===== config.mk =====
export PLATFORM = sky130hd
export DESIGN_NAME = gpc_trace_mon_flat
export DESIGN_NICKNAME = d
export VERILOG_FILES = /design/src/rtl/gpc_trace_mon_pkg.sv /design/src/rtl/gpc_trace_mon_if.sv /design/src/rtl/gpc_trace_mon_fifo.sv /design/src/rtl/gpc_trace_mon.sv /design/src/flat_wrapper.sv
export SDC_FILE = /design/constraint.sdc
export NUM_CORES = 2
export LEC_CHECK = 0
export CAP_MARGIN = 30
export CORE_UTILIZATION = 45
export CTS_CLUSTER_DIAMETER = 50
export DETAILED_ROUTE_END_ITERATION = 7
export GPL_TIMING_DRIVEN = 0
export PLACE_DENSITY = 0.64
export SKIP_CTS_REPAIR_TIMING = 1
export SYNTH_ARGS = -nofsm -noshare
export SYNTH_HDL_FRONTEND = slang
export SYNTH_SLANG_ARGS = --single-unit

===== constraint.sdc =====
create_clock -name QClk -period 43 [get_ports QClk]
set_input_delay 8.6 -clock QClk [delete_from_list [all_inputs] [get_ports QClk]]
set_output_delay 8.6 -clock QClk [all_outputs]
set_load 0.05 [all_outputs]

===== src/rtl/gpc_trace_mon_pkg.sv =====
// Shared types and constants for the GPC trace monitor slice.
package gpc_trace_pkg;

   typedef enum logic [1:0] {
      ARMED     = 2'd0,
      TRIGGERED = 2'd1,
      FROZEN    = 2'd2
   } trig_state_t;

   // Bit positions inside the entry kind field
   localparam int KIND_REG_WR  = 0;
   localparam int KIND_MEM_RD  = 1;
   localparam int KIND_MEM_WR  = 2;
   localparam int KIND_SHRD_WR = 3;

   // Error vector layout: external pulses first, then the two internal checks
   localparam int ERR_EXT_W      = 4;
   localparam int ERR_ILL_REG    = ERR_EXT_W;
   localparam int ERR_BAD_THREAD = ERR_EXT_W + 1;

   localparam int ENTRY_TS_W  = 16;
   localparam int ENTRY_TID_W = 2;

   localparam logic [31:0] SHRD_LO_DEF = 32'h00400F00;
   localparam logic [31:0] SHRD_HI_DEF = 32'h00400FFF;

   typedef struct packed {
      logic [ENTRY_TS_W-1:0]  ts;
      logic [ENTRY_TID_W-1:0] tid;
      logic [3:0]             kind;
      logic [4:0]             regPtr;
      logic [31:0]            addr;
      logic [31:0]            memData;
      logic [31:0]            regData;
   } trc_entry_t;

   localparam int ENTRY_W = $bits(trc_entry_t);

endpackage


===== src/rtl/gpc_trace_mon_if.sv =====
// Core-side Q104H tap plus the valid/ready trace drain port.
interface gpc_trace_mon_if
   import gpc_trace_pkg::*;
#(
   parameter int NUM_THREADS = 4,
   parameter int ERR_W       = 4
);

   logic [NUM_THREADS-1:0] ThreadQ104H;
   logic                   CtrlRegWrQ104H;
   logic [4:0]             RegWrPtrQ104H;
   logic [31:0]            RegWrDataQ104H;
   logic                   CtrlMemRdQ104H;
   logic                   CtrlMemWrQ104H;
   logic [31:0]            MemAdrsQ104H;
   logic [31:0]            MemDataQ104H;
   logic [ERR_W-1:0]       ErrInQ104H;
   logic                   TrcValid;
   logic                   TrcReady;
   trc_entry_t             TrcEntry;

   // The monitor observes the core and sources trace entries
   modport master (
      input  ThreadQ104H, CtrlRegWrQ104H, RegWrPtrQ104H, RegWrDataQ104H,
      input  CtrlMemRdQ104H, CtrlMemWrQ104H, MemAdrsQ104H, MemDataQ104H,
      input  ErrInQ104H, TrcReady,
      output TrcValid, TrcEntry
   );

   // The core drives the tap and a consumer drains entries
   modport slave (
      output ThreadQ104H, CtrlRegWrQ104H, RegWrPtrQ104H, RegWrDataQ104H,
      output CtrlMemRdQ104H, CtrlMemWrQ104H, MemAdrsQ104H, MemDataQ104H,
      output ErrInQ104H, TrcReady,
      input  TrcValid, TrcEntry
   );

endinterface


===== src/rtl/gpc_trace_mon_fifo.sv =====
// Synchronous FIFO with wrap-bit pointers; head reads as zero while empty.
module gpc_trace_fifo #(
   parameter int DEPTH = 16,
   parameter int WIDTH = 8
)(
   input  logic             clk,
   input  logic             rstN,
   input  logic             flush,
   input  logic             push,
   input  logic             pop,
   input  logic [WIDTH-1:0] wrData,
   output logic [WIDTH-1:0] rdData,
   output logic             full,
   output logic             empty
);

   localparam int AW = $clog2(DEPTH);

   logic [AW:0]      wrPtr, rdPtr;
   logic [WIDTH-1:0] mem [DEPTH];
   logic             doPush, doPop;

   assign empty  = (wrPtr == rdPtr);
   assign full   = (wrPtr[AW] != rdPtr[AW]) && (wrPtr[AW-1:0] == rdPtr[AW-1:0]);
   assign doPop  = pop && !empty;
   assign doPush = push && (!full || doPop);
   assign rdData = empty ? '0 : mem[rdPtr[AW-1:0]];

   // Pointer bookkeeping; flush behaves like reset for occupancy
   always_ff @(posedge clk) begin
      if (!rstN || flush) begin
         wrPtr <= '0;
         rdPtr <= '0;
      end else begin
         if (doPush) wrPtr <= wrPtr + 1'b1;
         if (doPop)  rdPtr <= rdPtr + 1'b1;
      end
   end

   // Storage write; contents need no reset because empty masks the head
   always_ff @(posedge clk) begin
      if (doPush) mem[wrPtr[AW-1:0]] <= wrData;
   end

endmodule


===== src/rtl/gpc_trace_mon.sv =====
// Per-cycle trace and assertion monitor for the N-thread GPC core.
module gpc_trace_mon
   import gpc_trace_pkg::*;
#(
   parameter int               NUM_THREADS = 4,
   parameter int               TID_W       = $clog2(NUM_THREADS),
   parameter int               FIFO_DEPTH  = 16,
   parameter int               TS_W        = 16,
   parameter int               NUM_REGS    = 16,
   parameter int               ERR_W       = 4,
   parameter logic [ERR_W+1:0] FATAL_MASK  = 'b0110,
   parameter int               POST_TRIG   = 4,
   parameter logic [31:0]      SHRD_LO     = SHRD_LO_DEF,
   parameter logic [31:0]      SHRD_HI     = SHRD_HI_DEF
)(
   input  logic                   QClk,
   input  logic                   RstQnnnL,
   gpc_trace_mon_if.master        trc,
   input  logic [NUM_THREADS-1:0] ThreadEnMask,
   input  logic                   ClearQ,
   output logic [15:0]            DropCnt,
   output logic [ERR_W+1:0]       ErrSticky,
   output logic [TS_W-1:0]        FirstErrTs,
   output logic [TID_W-1:0]       FirstErrTid,
   output logic [1:0]             TrigState,
   output logic                   HaltReq
);

   trig_state_t      state;
   logic [15:0]      postCnt;
   logic [TS_W-1:0]  ts;
   logic [TID_W-1:0] tidRaw, tidNow;
   logic             oneHot, illReg, hasEvent;
   logic [3:0]       kindNow;
   logic [ERR_W+1:0] errNow;
   logic             pushReq, pushAcc, dropNow, popNow;
   logic             fifoFull, fifoEmpty;
   trc_entry_t       newEntry;

   assign TrigState   = state;
   assign trc.TrcValid = !fifoEmpty;
   assign popNow      = trc.TrcValid && trc.TrcReady;

   // Decode thread, classify the event, collect this cycle's errors and decide push/drop
   always_comb begin
      tidRaw = '0;
      for (int i = 0; i < NUM_THREADS; i++) begin
         if (trc.ThreadQ104H[i]) tidRaw = TID_W'(i);
      end
      oneHot = ($countones(trc.ThreadQ104H) == 1);
      tidNow = oneHot ? tidRaw : '0;

      kindNow = '0;
      kindNow[KIND_REG_WR]  = trc.CtrlRegWrQ104H && (trc.RegWrPtrQ104H != 5'd0);
      kindNow[KIND_MEM_RD]  = trc.CtrlMemRdQ104H;
      kindNow[KIND_MEM_WR]  = trc.CtrlMemWrQ104H;
      kindNow[KIND_SHRD_WR] = trc.CtrlMemWrQ104H && (trc.MemAdrsQ104H >= SHRD_LO)
                              && (trc.MemAdrsQ104H < SHRD_HI);
      hasEvent = |kindNow;

      illReg = trc.CtrlRegWrQ104H && (32'(trc.RegWrPtrQ104H) >= NUM_REGS);
      errNow = {!oneHot && hasEvent, illReg, trc.ErrInQ104H};

      pushReq = hasEvent && ThreadEnMask[tidNow] && !ClearQ && (state != FROZEN);
      pushAcc = pushReq && (!fifoFull || popNow);
      dropNow = pushReq && fifoFull && !popNow;

      newEntry = '{ts: ts, tid: tidNow, kind: kindNow, regPtr: trc.RegWrPtrQ104H,
                   addr: trc.MemAdrsQ104H, memData: trc.MemDataQ104H,
                   regData: trc.RegWrDataQ104H};
   end

   gpc_trace_fifo #(
      .DEPTH (FIFO_DEPTH),
      .WIDTH (ENTRY_W)
   ) traceFifo (
      .clk    (QClk),
      .rstN   (RstQnnnL),
      .flush  (ClearQ),
      .push   (pushAcc),
      .pop    (popNow),
      .wrData (newEntry),
      .rdData (trc.TrcEntry),
      .full   (fifoFull),
      .empty  (fifoEmpty)
   );

   // Free-running timestamp; only reset restarts it, ClearQ does not
   always_ff @(posedge QClk) begin
      if (!RstQnnnL) ts <= '0;
      else           ts <= ts + TS_W'(1);
   end

   // Drop counter, sticky errors and first-error capture
   always_ff @(posedge QClk) begin
      if (!RstQnnnL || ClearQ) begin
         DropCnt     <= '0;
         ErrSticky   <= '0;
         FirstErrTs  <= '0;
         FirstErrTid <= '0;
      end else begin
         if (dropNow && (DropCnt != 16'hFFFF)) DropCnt <= DropCnt + 16'd1;
         ErrSticky <= ErrSticky | errNow;
         if ((ErrSticky == '0) && (errNow != '0)) begin
            FirstErrTs  <= ts;
            FirstErrTid <= tidNow;
         end
      end
   end

   // Trigger FSM: count accepted pushes after a fatal error, then freeze capture
   always_ff @(posedge QClk) begin
      if (!RstQnnnL || ClearQ) begin
         state   <= ARMED;
         postCnt <= '0;
         HaltReq <= 1'b0;
      end else begin
         case (state)
            ARMED: begin
               if (|(errNow & FATAL_MASK)) begin
                  state   <= TRIGGERED;
                  postCnt <= 16'(POST_TRIG);
               end
            end
            TRIGGERED: begin
               if (postCnt == 16'd0) begin
                  state   <= FROZEN;
                  HaltReq <= 1'b1;
               end else if (pushAcc) begin
                  postCnt <= postCnt - 16'd1;
                  if (postCnt == 16'd1) begin
                     state   <= FROZEN;
                     HaltReq <= 1'b1;
                  end
               end
            end
            FROZEN: HaltReq <= 1'b1;
            default: begin
               state   <= ARMED;
               HaltReq <= 1'b0;
            end
         endcase
      end
   end

endmodule


===== src/flat_wrapper.sv =====
// flat-port wrapper written by rule: the top's interface ports become plain ports
module gpc_trace_mon_flat import gpc_trace_pkg::*;
#(
   parameter int               NUM_THREADS = 4,
   parameter int               TID_W       = $clog2(NUM_THREADS),
   parameter int               FIFO_DEPTH  = 16,
   parameter int               TS_W        = 16,
   parameter int               NUM_REGS    = 16,
   parameter int               ERR_W       = 4,
   parameter logic [ERR_W+1:0] FATAL_MASK  = 'b0110,
   parameter int               POST_TRIG   = 4,
   parameter logic [31:0]      SHRD_LO     = SHRD_LO_DEF,
   parameter logic [31:0]      SHRD_HI     = SHRD_HI_DEF
)
  (QClk, RstQnnnL, ThreadEnMask, ClearQ, DropCnt, ErrSticky, FirstErrTs, FirstErrTid, TrigState, HaltReq, trc_ThreadQ104H, trc_CtrlRegWrQ104H, trc_RegWrPtrQ104H, trc_RegWrDataQ104H, trc_CtrlMemRdQ104H, trc_CtrlMemWrQ104H, trc_MemAdrsQ104H, trc_MemDataQ104H, trc_ErrInQ104H, trc_TrcReady, trc_TrcValid, trc_TrcEntry);
  gpc_trace_mon_if #(.NUM_THREADS(NUM_THREADS), .ERR_W(ERR_W)) trc_i ();
  input  logic QClk;
  input  logic RstQnnnL;
  input  logic [NUM_THREADS-1:0] ThreadEnMask;
  input  logic ClearQ;
  output logic [15:0] DropCnt;
  output logic [ERR_W+1:0] ErrSticky;
  output logic [TS_W-1:0] FirstErrTs;
  output logic [TID_W-1:0] FirstErrTid;
  output logic [1:0] TrigState;
  output logic HaltReq;
  input wire logic [$bits(trc_i.ThreadQ104H)-1:0] trc_ThreadQ104H;
  input wire logic [$bits(trc_i.CtrlRegWrQ104H)-1:0] trc_CtrlRegWrQ104H;
  input wire logic [$bits(trc_i.RegWrPtrQ104H)-1:0] trc_RegWrPtrQ104H;
  input wire logic [$bits(trc_i.RegWrDataQ104H)-1:0] trc_RegWrDataQ104H;
  input wire logic [$bits(trc_i.CtrlMemRdQ104H)-1:0] trc_CtrlMemRdQ104H;
  input wire logic [$bits(trc_i.CtrlMemWrQ104H)-1:0] trc_CtrlMemWrQ104H;
  input wire logic [$bits(trc_i.MemAdrsQ104H)-1:0] trc_MemAdrsQ104H;
  input wire logic [$bits(trc_i.MemDataQ104H)-1:0] trc_MemDataQ104H;
  input wire logic [$bits(trc_i.ErrInQ104H)-1:0] trc_ErrInQ104H;
  input wire logic [$bits(trc_i.TrcReady)-1:0] trc_TrcReady;
  output wire logic [$bits(trc_i.TrcValid)-1:0] trc_TrcValid;
  output wire logic [$bits(trc_i.TrcEntry)-1:0] trc_TrcEntry;
  assign trc_i.ThreadQ104H = trc_ThreadQ104H;
  assign trc_i.CtrlRegWrQ104H = trc_CtrlRegWrQ104H;
  assign trc_i.RegWrPtrQ104H = trc_RegWrPtrQ104H;
  assign trc_i.RegWrDataQ104H = trc_RegWrDataQ104H;
  assign trc_i.CtrlMemRdQ104H = trc_CtrlMemRdQ104H;
  assign trc_i.CtrlMemWrQ104H = trc_CtrlMemWrQ104H;
  assign trc_i.MemAdrsQ104H = trc_MemAdrsQ104H;
  assign trc_i.MemDataQ104H = trc_MemDataQ104H;
  assign trc_i.ErrInQ104H = trc_ErrInQ104H;
  assign trc_i.TrcReady = trc_TrcReady;
  assign trc_TrcValid = trc_i.TrcValid;
  assign trc_TrcEntry = trc_i.TrcEntry;
  gpc_trace_mon #(.NUM_THREADS(NUM_THREADS), .TID_W(TID_W), .FIFO_DEPTH(FIFO_DEPTH), .TS_W(TS_W), .NUM_REGS(NUM_REGS), .ERR_W(ERR_W), .FATAL_MASK(FATAL_MASK), .POST_TRIG(POST_TRIG), .SHRD_LO(SHRD_LO), .SHRD_HI(SHRD_HI)) u_core (.QClk(QClk), .RstQnnnL(RstQnnnL), .trc(trc_i), .ThreadEnMask(ThreadEnMask), .ClearQ(ClearQ), .DropCnt(DropCnt), .ErrSticky(ErrSticky), .FirstErrTs(FirstErrTs), .FirstErrTid(FirstErrTid), .TrigState(TrigState), .HaltReq(HaltReq));
endmodule

==> flow_summary.ini <==
[global_route]
grt_usage_pct = 22.7
antenna_found_initial = 15
grt_pass1_wl_um = 282000
overflow = 0
grt_pass1_vias = 39500
grt_max_degree = 42

[sta]
drv_slew = 0
slew-limit-headroom_pct = 30.5
setup_viol = 0
finClkSkew_ns = 0.0453
max_freq_mhz = 72.3
setup_tns_ns = 0
min_period_over_period_pct = 32.2
worstMarginPinSlew_ns = 1.04
hold_viol_final = 0
rsz0062_at_grt = false
period_minus_slack_ns = 13.84

[routing]
firstDrtPassIters = 5
drc_errors = 0
drtIter0Drc = 4117
wl_per_cell_um = 30.3
antenna_left = 0
via_per_inst = 5.85
wirelength_um = 198000
vias = 38300

[finish]
seqCellArea_sq_um = 60900
drive_gt1_share_pct = 26.1
nNetsFinal = 4167
final_util_pct = 54.2
final_design_area_no_fill_sq_um = 94200
area_growth_pct = 19.7
instances_no_fill = 6546
layout_common_cells = 1968 x edfxtp_1, 615 x mux4_2, 286 x clkdlybuf4s50_1
final_common_cell = edfxtp_1
n_fill_cell = 13100
multi_input_area_sq_um = 17200

[placed_design]
dpl.hpwl_um = 121000
port_buffers = 286
placed_area_sq_um = 87200
dp_cells = 6140
gp_congestion = 0.766

[min_path]
hold_depth = 2
hold_path.class = reg2reg
hp-start = u_core.postCnt[6]

[pwr]
ir_worst_vdd_mv = 0.0491
leakagePower_uw = 0.0285
powerDensity_nw_per_um2 = 44.5

[status]
status = finished clean

[yosys]
synth_top_area_share_pct = 75.1
syn_nets = 3523
async_flop_share_pct = 0
seq_area_frac_synth_pct = 77.3
synth_area_leader_cell = edfxtp_1
synth_cell_types = 57
synth_flop_cell = edfxtp_1
synth-edff-count = 1968
avgSynthCellArea_sq_um = 23.3
synth.area.top_cells = edfxtp_1 75%, mux4_2 18%, dfxtp_1 2.3%, and2_1 1.1%, clkbuf_1 0.61%
synth_area_sq_um = 78700
ys_warn_count = 0
synthesis.instances = 3386
synth-seq-cells = 2057

[setup_path]
crit_type = reg2out
reg2reg_from = u_core.TrigState[0]
cp_max_fo = 10
start_kind = flop
startpoint = u_core.traceFifo.wrPtr[2]
reg2regPathDepth = 10
end_kind = output port
cp.arrival_ns = 5.24
required_ns = 34.40

[clock_network]
numCtsBuffers = 210
cts_root_buffer = clkbuf_16
clock_latency_ns = 0.85
cts_sinks = 2057
cts_buffer_depth = 3
cts_tree = yes
cts-htree-levels = 4
path_clk_slew_ns = 0.06

[floorplan]
dieArea_sq_um = 177000
rows = 153
coreArea_sq_um = 174000
die_y_um = 420
initial_core_util_pct = 45.3
io-pin-count = 287
dieWidth_um = 420

[job]
maxCapViolations = 0
## critical path, stage by stage, from the launching register on
cell	delay, ns
dfxtp_1	0.33
clkbuf_1	0.32
xnor2_1	0.13
nand4_1	0.19
or2_2	0.15
clkbuf_2	0.66
clkbuf_2	0.70
clkbuf_1	0.60
and2_1	0.40
clkdlybuf4s50_1	0.86
## cell type report
type | count | share of cell area [%]
Antenna cell | 10 | 0.0266
Buffer | 177 | 0.722
Clock buffer | 253 | 5.78
Clock inverter | 140 | 1.58
Inverter | 15 | 0.0598
Multi-Input combinational cell | 1137 | 18.3
Sequential cell | 2057 | 64.6
Tap cell | 2325 | 3.09
Timing Repair Buffer | 432 | 5.85
## cell families (layout without fill, tap and decap cells)
logic type | after synthesis | count (layout) | share of synthesized area, %
other | 0 | 10 | 0
buffers and inverters | 192 | 1017 | 0.930
DFF | 2057 | 2057 | 77.3
and+or+nand+nor | 377 | 377 | 2.74
xor gates and xnor gates | 26 | 26 | 0.289
AOI/OAI and AO/OA | 97 | 97 | 0.791
adders and majority gates | 17 | 17 | 0.280
muxes | 620 | 620 | 17.7
## power by group
part           internal (uW)  switching (uW)  total [uW]
registers               2210            5.29        2210
logic                   61.7             101         162
clock network           1030             784        1820
## state kept, by name, summed over array words and instances (netlist names), named ones only
| name | cells |
|---|---|
| u_core.DropCnt | 16 |
| u_core.ErrSticky | 6 |
| u_core.HaltReq | 1 |
| u_core.traceFifo.wrPtr | 5 |
| u_core.traceFifo.rdPtr | 5 |
| u_core.ts | 16 |
| u_core.postCnt | 16 |
| u_core.FirstErrTs | 16 |
| u_core.FirstErrTid | 2 |
| u_core.traceFifo.mem | 1968 |
| u_core.TrigState | 2 |
## stage by stage
step | total power [uW] | setup WS [ns] | hold slack, ns
after floorplan | 2340 | 22.96 | 0.442
after global placement | 2410 | 10.41 | 0.455
after detailed placement | 2420 | 28.98 | 0.469
after CTS | 4220 | 29.07 | 0.477
after global routing | 4300 | 29.02 | 0.501
final | 4190 | 29.16 | 0.481
## layer usage
layer	global-route usage (%)	share of wire (%)	vias up
li1	-	-	15800
met1	30.8	40	20700
met2	37.0	50	1510
met3	4.52	7.0	275
met4	7.21	2.8	2
met5	0	0.0086	-
## path summary, 6_finish.rpt
kind	end	slack (ns)
hold / removal	u_core.postCnt[6]	0.48
setup reg to reg	u_core.traceFifo.mem[9][33]	39.15
hold reg to reg	u_core.postCnt[6]	0.48
setup / recovery	trc_TrcEntry[66]	29.16
## synth_stat cells, drive strengths merged, types with 9 or more instances
cell type and count:
nor4 9, o31ai 16, dfxtp 89, and3 27, a21oi 28, xnor2 18, and2 139, or3 12
o21ai 26, clkbuf 129, buf 48, nand2 44, nand4 17, or4 19, mux4 615, ha 16
nor2 38, inv 15, nand3 41, edfxtp 1968
Power figures use the tool's default switching activity.
